## src/rtl/neuron_mac.sv

```systemverilog
// neuron_mac: one neuron's multiply-accumulate datapath.
//
// Streams numInputs signed samples, multiplies each by its stored weight,
// accumulates with saturation to the signed 2*dataWidth range, adds a stored
// bias in a dedicated cycle, then presents the result (optionally ReLU-clamped)
// under a valid/ready handshake.
//
// Ports:
//   clk, rst_n           rising-edge clock, synchronous active-low reset
//   in_valid/in_ready    sample handshake, in_data is the signed sample
//   wt_wr_en/addr/data   weight memory write port (usable in any state)
//   bias_wr_en/data      bias register write port, bias is in product format
//   out_valid/out_ready  result handshake, out_sum is the signed result
//
// Weight memory and bias register are intentionally not reset.
module neuron_mac #(
  parameter int dataWidth      = 16,
  parameter int weightIntWidth = 4,
  parameter int numInputs      = 8,
  parameter int useRelu        = 1
) (
  input  logic                          clk,
  input  logic                          rst_n,
  input  logic                          in_valid,
  input  logic [dataWidth-1:0]          in_data,
  output logic                          in_ready,
  input  logic                          wt_wr_en,
  input  logic [$clog2(numInputs)-1:0]  wt_wr_addr,
  input  logic [dataWidth-1:0]          wt_wr_data,
  input  logic                          bias_wr_en,
  input  logic [2*dataWidth-1:0]        bias_wr_data,
  output logic                          out_valid,
  input  logic                          out_ready,
  output logic [2*dataWidth-1:0]        out_sum
);

  localparam int AW = 2 * dataWidth;
  localparam int CW = $clog2(numInputs);

  localparam logic signed [AW-1:0] ACC_MAX = {1'b0, {(AW-1){1'b1}}};
  localparam logic signed [AW-1:0] ACC_MIN = {1'b1, {(AW-1){1'b0}}};

  // weightIntWidth only describes the fixed-point format for the downstream
  // saturation stage; it is checked here for sanity but never used in arithmetic.
  if (numInputs < 2 || weightIntWidth > dataWidth) begin : g_bad_config
    $error("neuron_mac: numInputs must be >= 2 and weightIntWidth <= dataWidth");
  end

  typedef enum logic [1:0] {
    ACC,
    BIAS,
    OUT
  } state_t;

  state_t                 state_q, state_d;
  logic [CW-1:0]          cnt_q, cnt_d;
  logic signed [AW-1:0]   acc_q, acc_d;
  logic signed [AW-1:0]   bias_q;
  logic signed [dataWidth-1:0] weight_q [numInputs];
  logic signed [AW-1:0]   product;

  // Add with one guard bit; overflow is detected when the guard bit and the
  // result sign disagree, and the result is pinned to the matching bound.
  function automatic logic signed [AW-1:0] sat_add(input logic signed [AW-1:0] a,
                                                   input logic signed [AW-1:0] b);
    logic [AW:0] s;
    s = {a[AW-1], a} + {b[AW-1], b};
    if (s[AW] != s[AW-1]) return s[AW] ? ACC_MIN : ACC_MAX;
    return s[AW-1:0];
  endfunction

  // Operands are sign-extended to AW bits; the low AW bits of that product are
  // exact because a dataWidth x dataWidth signed product always fits in AW bits.
  // The weight is read before any same-cycle write lands, so a colliding write
  // only affects later samples.
  assign product = AW'($signed(in_data)) * AW'(weight_q[cnt_q]);

  always_comb begin
    state_d = state_q;
    cnt_d   = cnt_q;
    acc_d   = acc_q;
    unique case (state_q)
      ACC: begin
        if (in_valid) begin
          acc_d = sat_add(acc_q, product);
          if (cnt_q == CW'(numInputs - 1)) begin
            cnt_d   = '0;
            state_d = BIAS;
          end else begin
            cnt_d = cnt_q + CW'(1);
          end
        end
      end
      BIAS: begin
        acc_d   = sat_add(acc_q, bias_q);
        state_d = OUT;
      end
      OUT: begin
        if (out_ready) begin
          acc_d   = '0;
          state_d = ACC;
        end
      end
      default: state_d = ACC;
    endcase
  end

  always_ff @(posedge clk) begin
    if (!rst_n) begin
      state_q <= ACC;
      cnt_q   <= '0;
      acc_q   <= '0;
    end else begin
      state_q <= state_d;
      cnt_q   <= cnt_d;
      acc_q   <= acc_d;
    end
  end

  always_ff @(posedge clk) begin
    if (wt_wr_en && (int'(wt_wr_addr) < numInputs)) weight_q[wt_wr_addr] <= wt_wr_data;
    if (bias_wr_en) bias_q <= bias_wr_data;
  end

  assign in_ready  = (state_q == ACC);
  assign out_valid = (state_q == OUT);

  always_comb begin
    out_sum = '0;
    if (state_q == OUT && !(useRelu != 0 && acc_q[AW-1])) out_sum = acc_q;
  end

endmodule
```

## config.mk

```make
export PLATFORM = sky130hd
export DESIGN_NAME = neuron_mac
export DESIGN_NICKNAME = d
export VERILOG_FILES = /design/src/rtl/neuron_mac.sv
export SDC_FILE = /design/constraint.sdc
export NUM_CORES = 1
export LEC_CHECK = 0
export ABC_AREA = 1
export BUFFER_PORTS_ARGS = -buffer_cell sky130_fd_sc_hd__buf_4
export CORE_ASPECT_RATIO = 0.8
export CORE_MARGIN = 10
export CORE_UTILIZATION = 55
export CTS_CLUSTER_SIZE = 25
export DETAILED_ROUTE_END_ITERATION = 8
export MAX_ROUTING_LAYER = met4
export PLACE_DENSITY = 0.73
export REMOVE_ABC_BUFFERS = 1
export SLEW_MARGIN = 20
export SYNTH_ARGS = -nofsm -noshare
export SYNTH_HDL_FRONTEND = slang
export SYNTH_SLANG_ARGS = --single-unit
```

## constraint.sdc

```tcl
create_clock -name clk -period 8.8 [get_ports clk]
set_input_delay 0.44 -clock clk [delete_from_list [all_inputs] [get_ports clk]]
set_output_delay 0.44 -clock clk [all_outputs]
set_load 0.01 [all_outputs]
```

# Word-level counts from Yosys, hierarchy flattened

Memories as Yosys holds them, arrays and structs flattened. A register that Yosys moved wholly into a read port is not among the register bits.
Index checks and enable logic that the tools add are counted.

Register bits: 69
RAM bits: 128
Output and inout port bits: 34
Logic and storage cells: 48
Memories: 1

Add/subtract/negate cells: 3
$mul: 1
Eq/ne operators: 8
Multiplexer cells: 24
Reduce and logical (&&, ||, !) cells: 7

Memories:

| name     | depth | bits a word | read ports | clocked after Yosys merged registers in | wr ports | line | source |
|---|---|---|---|---|---|---|---|
| weight_q | 8     | 16          | 1          | 1                                       | 1        | 59   | `logic signed [dataWidth-1:0] weight_q [numInputs];` |

Operator list:

| kind                                                                  | number |
|---|---|
| 32-bit 2-to-1 mux                                                     | 9 |
| 32-bit one-hot mux with 3 select lines                                | 1 |
| 32-bit by 32-bit adder with 33-bit output                             | 2 |
| 16-bit by 16-bit multiplier with 32-bit output                        | 1 |
| 3-bit 2-to-1 mux                                                      | 3 |
| 1-bit 2-to-1 mux                                                      | 7 |
| 2-bit 2-to-1 mux                                                      | 3 |
| 2-bit one-hot mux with 3 select lines                                 | 1 |
| 3-bit AND reduction                                                   | 2 |
| 2-bit by 1-bit != test with 1-bit output, second input constant       | 2 |
| 3-bit by 1-bit adder with 3-bit output, second input constant         | 1 |
| 3-bit equality test, second input constant                            | 1 |
| 3-bit nonzero test                                                    | 1 |
| 2-bit by 1-bit equality test with 1-bit output, second input constant | 1 |
| 2-bit equality test, second input constant                            | 1 |
| 2-bit logical NOT                                                     | 1 |
| 1-bit != test                                                         | 2 |
| 2-bit != test, second input constant                                  | 1 |
| 2-bit AND reduction                                                   | 1 |
| 1-bit logical AND                                                     | 1 |
| 1-bit logical NOT                                                     | 1 |

# Logic depth before layout (Yosys ltp)

Gate-level depths: netlist of the first run.

Depth in word-level cells: 9
Mapped depth: 40
Gate-level depth less buffers: 36

# Least setup slack after synthesis of the first run

No wires, ideal clock.

Kind: reg-to-reg
Start: register (tool-made name)
End: register acc_q[21]
Setup time: 0.109 ns
Data arrival time: 6.512 ns
Required time: 8.691 ns
Setup slack: 2.178 ns
Stages on the path, launching flop included: 37
Buffers on the path: 4
Clock period less this slack: 6.622 ns
Path through: dfxtp_1 > buf_2 > inv_2 > clkbuf_1 > o21ai_0 > o221ai_1 > nand2_1 > inv_1 > clkbuf_1 > nand2_1 > fa_1 > inv_1 > fa_1 > inv_1 > fa_1 > inv_1 > fa_1 > fa_1 > inv_1 > fa_1 > inv_1 > ha_1 > nand2_1 > nor2_1 > nand2_1 > nand3_1 > a21oi_1 > nand2_1 > nand2_1 > nand2_1 > nand3_1 > nand2_1 > inv_2 > buf_4 > nand3_1 > nand2_1 > inv_1

RTL lines:

| item                 | line | source |
|---|---|---|
| end signal, assigned | 112  | `acc_q <= '0;` |
| end signal, assigned | 116  | `acc_q <= acc_d;` |
| end, declared        | 57   | `logic signed [AW-1:0] acc_q, acc_d;` |

==> flow_metrics.tcl, run 1 <==
set metrics [dict create \
    first_iter_violations 1701 \
    grt_use_total_pct 26.9 \
    cp.buffers_inverters 9 \
    cts_tree "built" \
    finalSetupViolCount 0 \
    hold_viol 0 \
    syn_area_per_cell_um2 8.28 \
    gr-total-overflow 0 \
    finalSetupTns_ns 0 \
    synth_cells 2684 \
    root_buffer "clkbuf_16" \
    grt_pass1_wl_um 99200 \
    max_freq_ghz 0.122 \
    ys_seq_area_share_pct 25.2 \
    yosys-top-cells-area "fa_1, edfxtp_1, inv_1, nand2_1, ha_1" \
    routed_wirelength_um 61800 \
    io_buffers 105 \
    drv_cap 0 \
    status "complete, no violations" \
    timing.final.crit_share_pct 93.0 \
    dr.pass1.iters 5 \
    grt_pass1_vias 17934 \
    synth_most_common_cell "inv_1" \
    finalClockSkew_ns 0.0165 \
    antenna_found_initial 0 \
    diodes 0 \
    clkTransAtPathRegs_ns 0.09 \
    postCtsHoldBufs 0 \
    grt_max_degree 65 \
    drtAntennaViolNets 0 \
    viasPerCell 5.42 \
    period_needed_ns 8.18 \
    die_w_um 245 \
    num_rows 65 \
    clk_latency_ns 0.48 \
    syn_area_um2 22200 \
    rsz0062_at_grt "false" \
    synth_top_area_cell "fa_1" \
    clock_sinks 200 \
    synth_ff_type "edfxtp_1" \
    hpwl_um 51500 \
    gp_congestion 1.02 \
    hp-class "in -> reg" \
    synth_edf_count 160 \
    ioPinCount 107 \
    ys_types 46 \
    critPathMaxStageDelay_ns 0.69 \
    start_util_pct 56.0 \
    drive_gt1_share_pct 7.10 \
    die_area_um2 48900 \
    clk_path_buf_depth 2 \
    vias 17861 \
    critPathMaxFanout 32 \
    final_nets 3261 \
    cpMaxStageDelayCell "fa_1" \
    drc 0 \
    crit_family "adder cells" \
    cp_data_required_time_ns 9.17 \
    worst_pin_slew_ns 1.06 \
    core_area_um2 39700 \
    area_growth_pct 8.05 \
    ys_warn_count 0 \
    cts_buffers 17 \
    setup.worst_path.class "reg -> reg" \
    wl_per_cell_um 18.7 \
    postCtsSetupRepairBufs 0 \
    synth.top_cells.by_count "inv_1, nand2_1, nor2_1" \
    ys_ff_latch 200 \
    startpoint_type "flop" \
    htreeDepth 4 \
    die_h_um 200 \
    cp.arrival_ns 8.55 \
    end_kind "flop" \
    maxSlewViolCount 0 \
    slew_headroom_pct 29.4 \
    async_reset_ff_share_pct 0 \
    synth_top_cell_area_share_pct 27.0 \
]
-- layer usage --
| metal | vias up | wire, µm | global-route usage, % |
|---|---|---|---|
| met5 | - | 0 | - |
| met4 | 0 | 673 | 4.66 |
| met3 | 44 | 6150 | 6.88 |
| met2 | 715 | 26800 | 38.8 |
| met1 | 8737 | 28200 | 38.3 |
| li1 | 8365 | - | - |
-- worst paths after layout --
kind,startpoint,depth (start not counted),end,slack (ns)
max,flop,32,acc_q[8]$_SDFFE_PN0P_,0.62
min,bias_wr_data[30],1,bias_q[30]$_DFFE_PP_,0.13
max reg2reg,flop,32,acc_q[8]$_SDFFE_PN0P_,0.62
min reg2reg,state_q[1]$_SDFFE_PN0P_,2,state_q[1]$_SDFFE_PN0P_,0.54
-- final cells by class --
| class | count | area (µm²) |
|---|---|---|
| clock buffer | 17 | 425 |
| timing repair buffer | 124 | 931 |
| tap | 536 | 671 |
| fill | 3645 | 15700 |
| multi-input combinational | 1810 | 14000 |
| sequential | 200 | 5610 |
| clock inverter | 15 | 154 |
| inverter | 596 | 2240 |
-- layout by cell type (no fill, tap or decap), types with 7 or more instances in the layout --
cell type,netlist,final
nor3_1,11,11
inv_1,587,587
ha_1,139,139
nand3_1,136,136
edfxtp_1,160,160
o21ai_0,83,83
nand4_1,19,19
o21bai_1,9,9
nand2_2,7,7
dfxtp_1,40,39
o221ai_1,30,30
nand2_1,559,559
fa_1,300,300
nor2_1,339,339
xnor2_1,21,21
clkbuf_16,0,17
xor2_1,20,20
buf_4,6,124
a21oi_1,88,88
-- stage by stage --
| stage | util [%] | hold slack (ns) | cells | worst slack [ns] | cell area (µm²) |
|---|---|---|---|---|---|
| 5_1_grt | 60.5 | 0.110 | 3298 | 0.0294 | 24000 |
| 2_1_floorplan | - | 0.481 | 2606 | 0.945 | 21800 |
| 4_1_cts | 60.5 | 0.115 | 3298 | 0.778 | 24000 |
| 3_5_place_dp | 59.0 | 0.540 | 3266 | 0.800 | 23400 |
| 3_3_place_gp | 59.0 | 0.505 | 3266 | 0.902 | 23400 |
| 6_report | 60.5 | 0.132 | 3298 | 0.620 | 24000 |
-- logic make-up after synthesis --
kind of cell | synth area share [%]
simple gates | 20.4
buf+inv | 11.9
fa+ha+maj | 34.9
compound gates | 5.97
flops | 25.2
xor+xnor | 1.62
other cells | 0.0169
-- flip-flops by register name (all words and copies together), names as in the netlist, named ones only --
name,cells
weight_q,128
acc_q,32
bias_q,32
cnt_q,3
state_q,2
-- repair_timing --
item	4_1_cts	5_1_grt
endpoints found under the setup margin	0	1
endpoints found under the hold margin	0	0
resized for setup	0	2
-- worst register-to-register path: cells and delay by family (launching register included) --
kind | cells | cell delay [ns]
adders and majority gates | 7 | 3.52
and+or+nand+nor | 13 | 1.88
buffers and inverters | 9 | 1.68
AOI/OAI and AO/OA | 3 | 0.71
DFF | 1 | 0.32
Power of run 1 is not shown: default switching activity piles up to over one toggle a cycle in this logic, so the estimate is an artifact.
==> run 2: changes to the inputs <==
--- a/config.mk
+++ b/config.mk
@@ -14,8 +14,10 @@
 export DETAILED_ROUTE_END_ITERATION = 8
 export MAX_ROUTING_LAYER = met4
 export PLACE_DENSITY = 0.73
+export RECOVER_POWER = 25
 export REMOVE_ABC_BUFFERS = 1
 export SLEW_MARGIN = 20
 export SYNTH_ARGS = -nofsm -noshare
 export SYNTH_HDL_FRONTEND = slang
 export SYNTH_SLANG_ARGS = --single-unit
+export TNS_END_PERCENT = 10
==> constraint.sdc (replaced) <==
create_clock -name clk -period 7.95 [get_ports clk]
set_input_delay 0.3975 -clock clk [delete_from_list [all_inputs] [get_ports clk]]
set_output_delay 0.3975 -clock clk [all_outputs]
set_load 0.01 [all_outputs]
==> run 2 against run 1 <==
Against the previous run:
- first-iteration DRC count up 4.7%
- global-route usage down 0.30 points
- via count up 1.2%
- count of clock-buffer cells in the layout unchanged
- setup slack worse by 0.21 ns
- sequential cell count unchanged
- core utilization up 0.54 points
- clock skew up 0.0075 ns
- sequential share of layout area down 0.21 points
- critical path type unchanged
- final cell count up 0.58%
- hold slack worse by 0.031 ns
==> flow_metrics.tcl, run 2 (synthesis gave the netlist of run 1 again) <==
set metrics [dict create \
    end_kind "flop" \
    ioPinCount 107 \
    period_needed_ns 7.54 \
    setup.worst_path.class "reg -> reg" \
    cp.arrival_ns 7.93 \
    drc 0 \
    layout_commonest_cell "inv_1" \
    cts_buffers 17 \
    grt_pass1_vias 18165 \
    io_buffers 105 \
    mostFrequentLayoutCells "inv_1, nand2_1, nor2_1, fa_1, edfxtp_1" \
    cpMaxStageDelayCell "fa_1" \
    holdWs_ns 0.101 \
    clock_sinks 200 \
    drv_cap 0 \
    clk_latency_ns 0.49 \
    hpwl_um 51200 \
    antenna_found_initial 1 \
    hold_viol 0 \
    grt_use_total_pct 26.7 \
    root_buffer "clkbuf_16" \
    regMostFlops "weight_q" \
    viasPerCell 5.45 \
    startpoint_type "flop" \
    critPathMaxFanout 31 \
    finalClockSkew_ns 0.0240 \
    core_area_um2 39700 \
    status "complete, no violations" \
    post-place-ws_ns 0.103 \
    clk_path_buf_depth 2 \
    vias 18076 \
    max_freq_ghz 0.133 \
    cts_tree "built" \
    timing.final.crit_share_pct 94.9 \
    finalSetupTns_ns 0 \
    die_area_um2 48900 \
    rsz0062_at_grt "false" \
    die_h_um 200 \
    dr.pass1.iters 5 \
    top_regs "weight_q (128), acc_q (32), bias_q (32)" \
    worst_pin_slew_ns 1.03 \
    routed_wirelength_um 61500 \
    slew_headroom_pct 31.3 \
    largest_reg_flops 128 \
    htreeDepth 4 \
    first_iter_violations 1781 \
    drive_gt1_share_pct 7.77 \
    drtAntennaViolNets 0 \
    grt_max_degree 65 \
    final_nets 3279 \
    num_rows 65 \
    clkTransAtPathRegs_ns 0.09 \
    wl_per_cell_um 18.5 \
    gp_congestion 1.08 \
    start_util_pct 56.0 \
    finalSetupViolCount 0 \
    critPathMaxStageDelay_ns 0.59 \
    maxSlewViolCount 0 \
    hp-class "in -> reg" \
    layout_setup_ws_ns 0.407 \
    area_growth_pct 9.02 \
    gr-total-overflow 0 \
    path_common_cell "fa_1" \
    cp_data_required_time_ns 8.34 \
    die_w_um 245 \
    grt_pass1_wl_um 98100 \
]
[run 2: changes by cell type in the layout (fill, tap and decap cells not counted), moves of 4 or more]
cell / before / now
buf_4: 124 / 98
clkinvlp_4: 1 / 8
clkbuf_4: 0 / 32
clkinv_8: 2 / 6
clkbuf_1: 0 / 10
inv_1: 587 / 582
[run 2: cell type report]
class,count,area (µm²)
diodes,1,2.50
clock buffers,17,425
clock inverters,15,204
fillers,3588,15500
inverters,596,2260
multi-input cells,1810,14000
flip-flops and latches,200,5610
well taps,536,671
repair buffers,142,1050
[run 2: repair_timing]
action / 4_1_cts / 5_1_grt
hold endpoints to repair: 0 / 0
hold buffers: 0 / 0
gates resized for setup: 0 / 15
setup buffers: 0 / 5
setup endpoints to repair: 0 / 32
[run 2: worst paths after layout]
check / from / end / slack (ns) / depth (start not counted)
max: flop / acc_q[26]$_SDFFE_PN0P_ / 0.41 / 29
min: bias_wr_data[19] / bias_q[19]$_DFFE_PP_ / 0.10 / 1
max reg2reg: flop / acc_q[26]$_SDFFE_PN0P_ / 0.41 / 29
min reg2reg: state_q[1]$_SDFFE_PN0P_ / state_q[1]$_SDFFE_PN0P_ / 0.53 / 2
[run 2: critical path, delay by kind of cell, from the launching register on]
family / cells / cell delay [ns]
AOI/OAI and AO/OA: 5 / 1.09
adders and majority gates: 7 / 3.18
buffers and inverters: 7 / 1.13
DFF: 1 / 0.36
and+or+nand+nor: 10 / 1.63
[run 2: metal layers]
layer | track usage (%) | routed length (µm) | vias up
li1 | - | - | 8404
met1 | 36.6 | 27000 | 8839
met2 | 38.2 | 26400 | 766
met3 | 8.17 | 7060 | 67
met4 | 6.13 | 979 | 0
met5 | - | 0 | -
[run 2: per-stage QoR]
| stage | utilization, % | cell area [µm²] | std cells |
|---|---|---|---|
| final | 61.0 | 24200 | 3317 |
| after global routing | 61.0 | 24200 | 3317 |
| after CTS | 60.9 | 24200 | 3311 |
| after detailed placement | 59.3 | 23500 | 3279 |
| after global placement | 59.3 | 23500 | 3279 |
| after floorplan | - | 21800 | 2606 |
Power of run 2 is left out for the same reason.
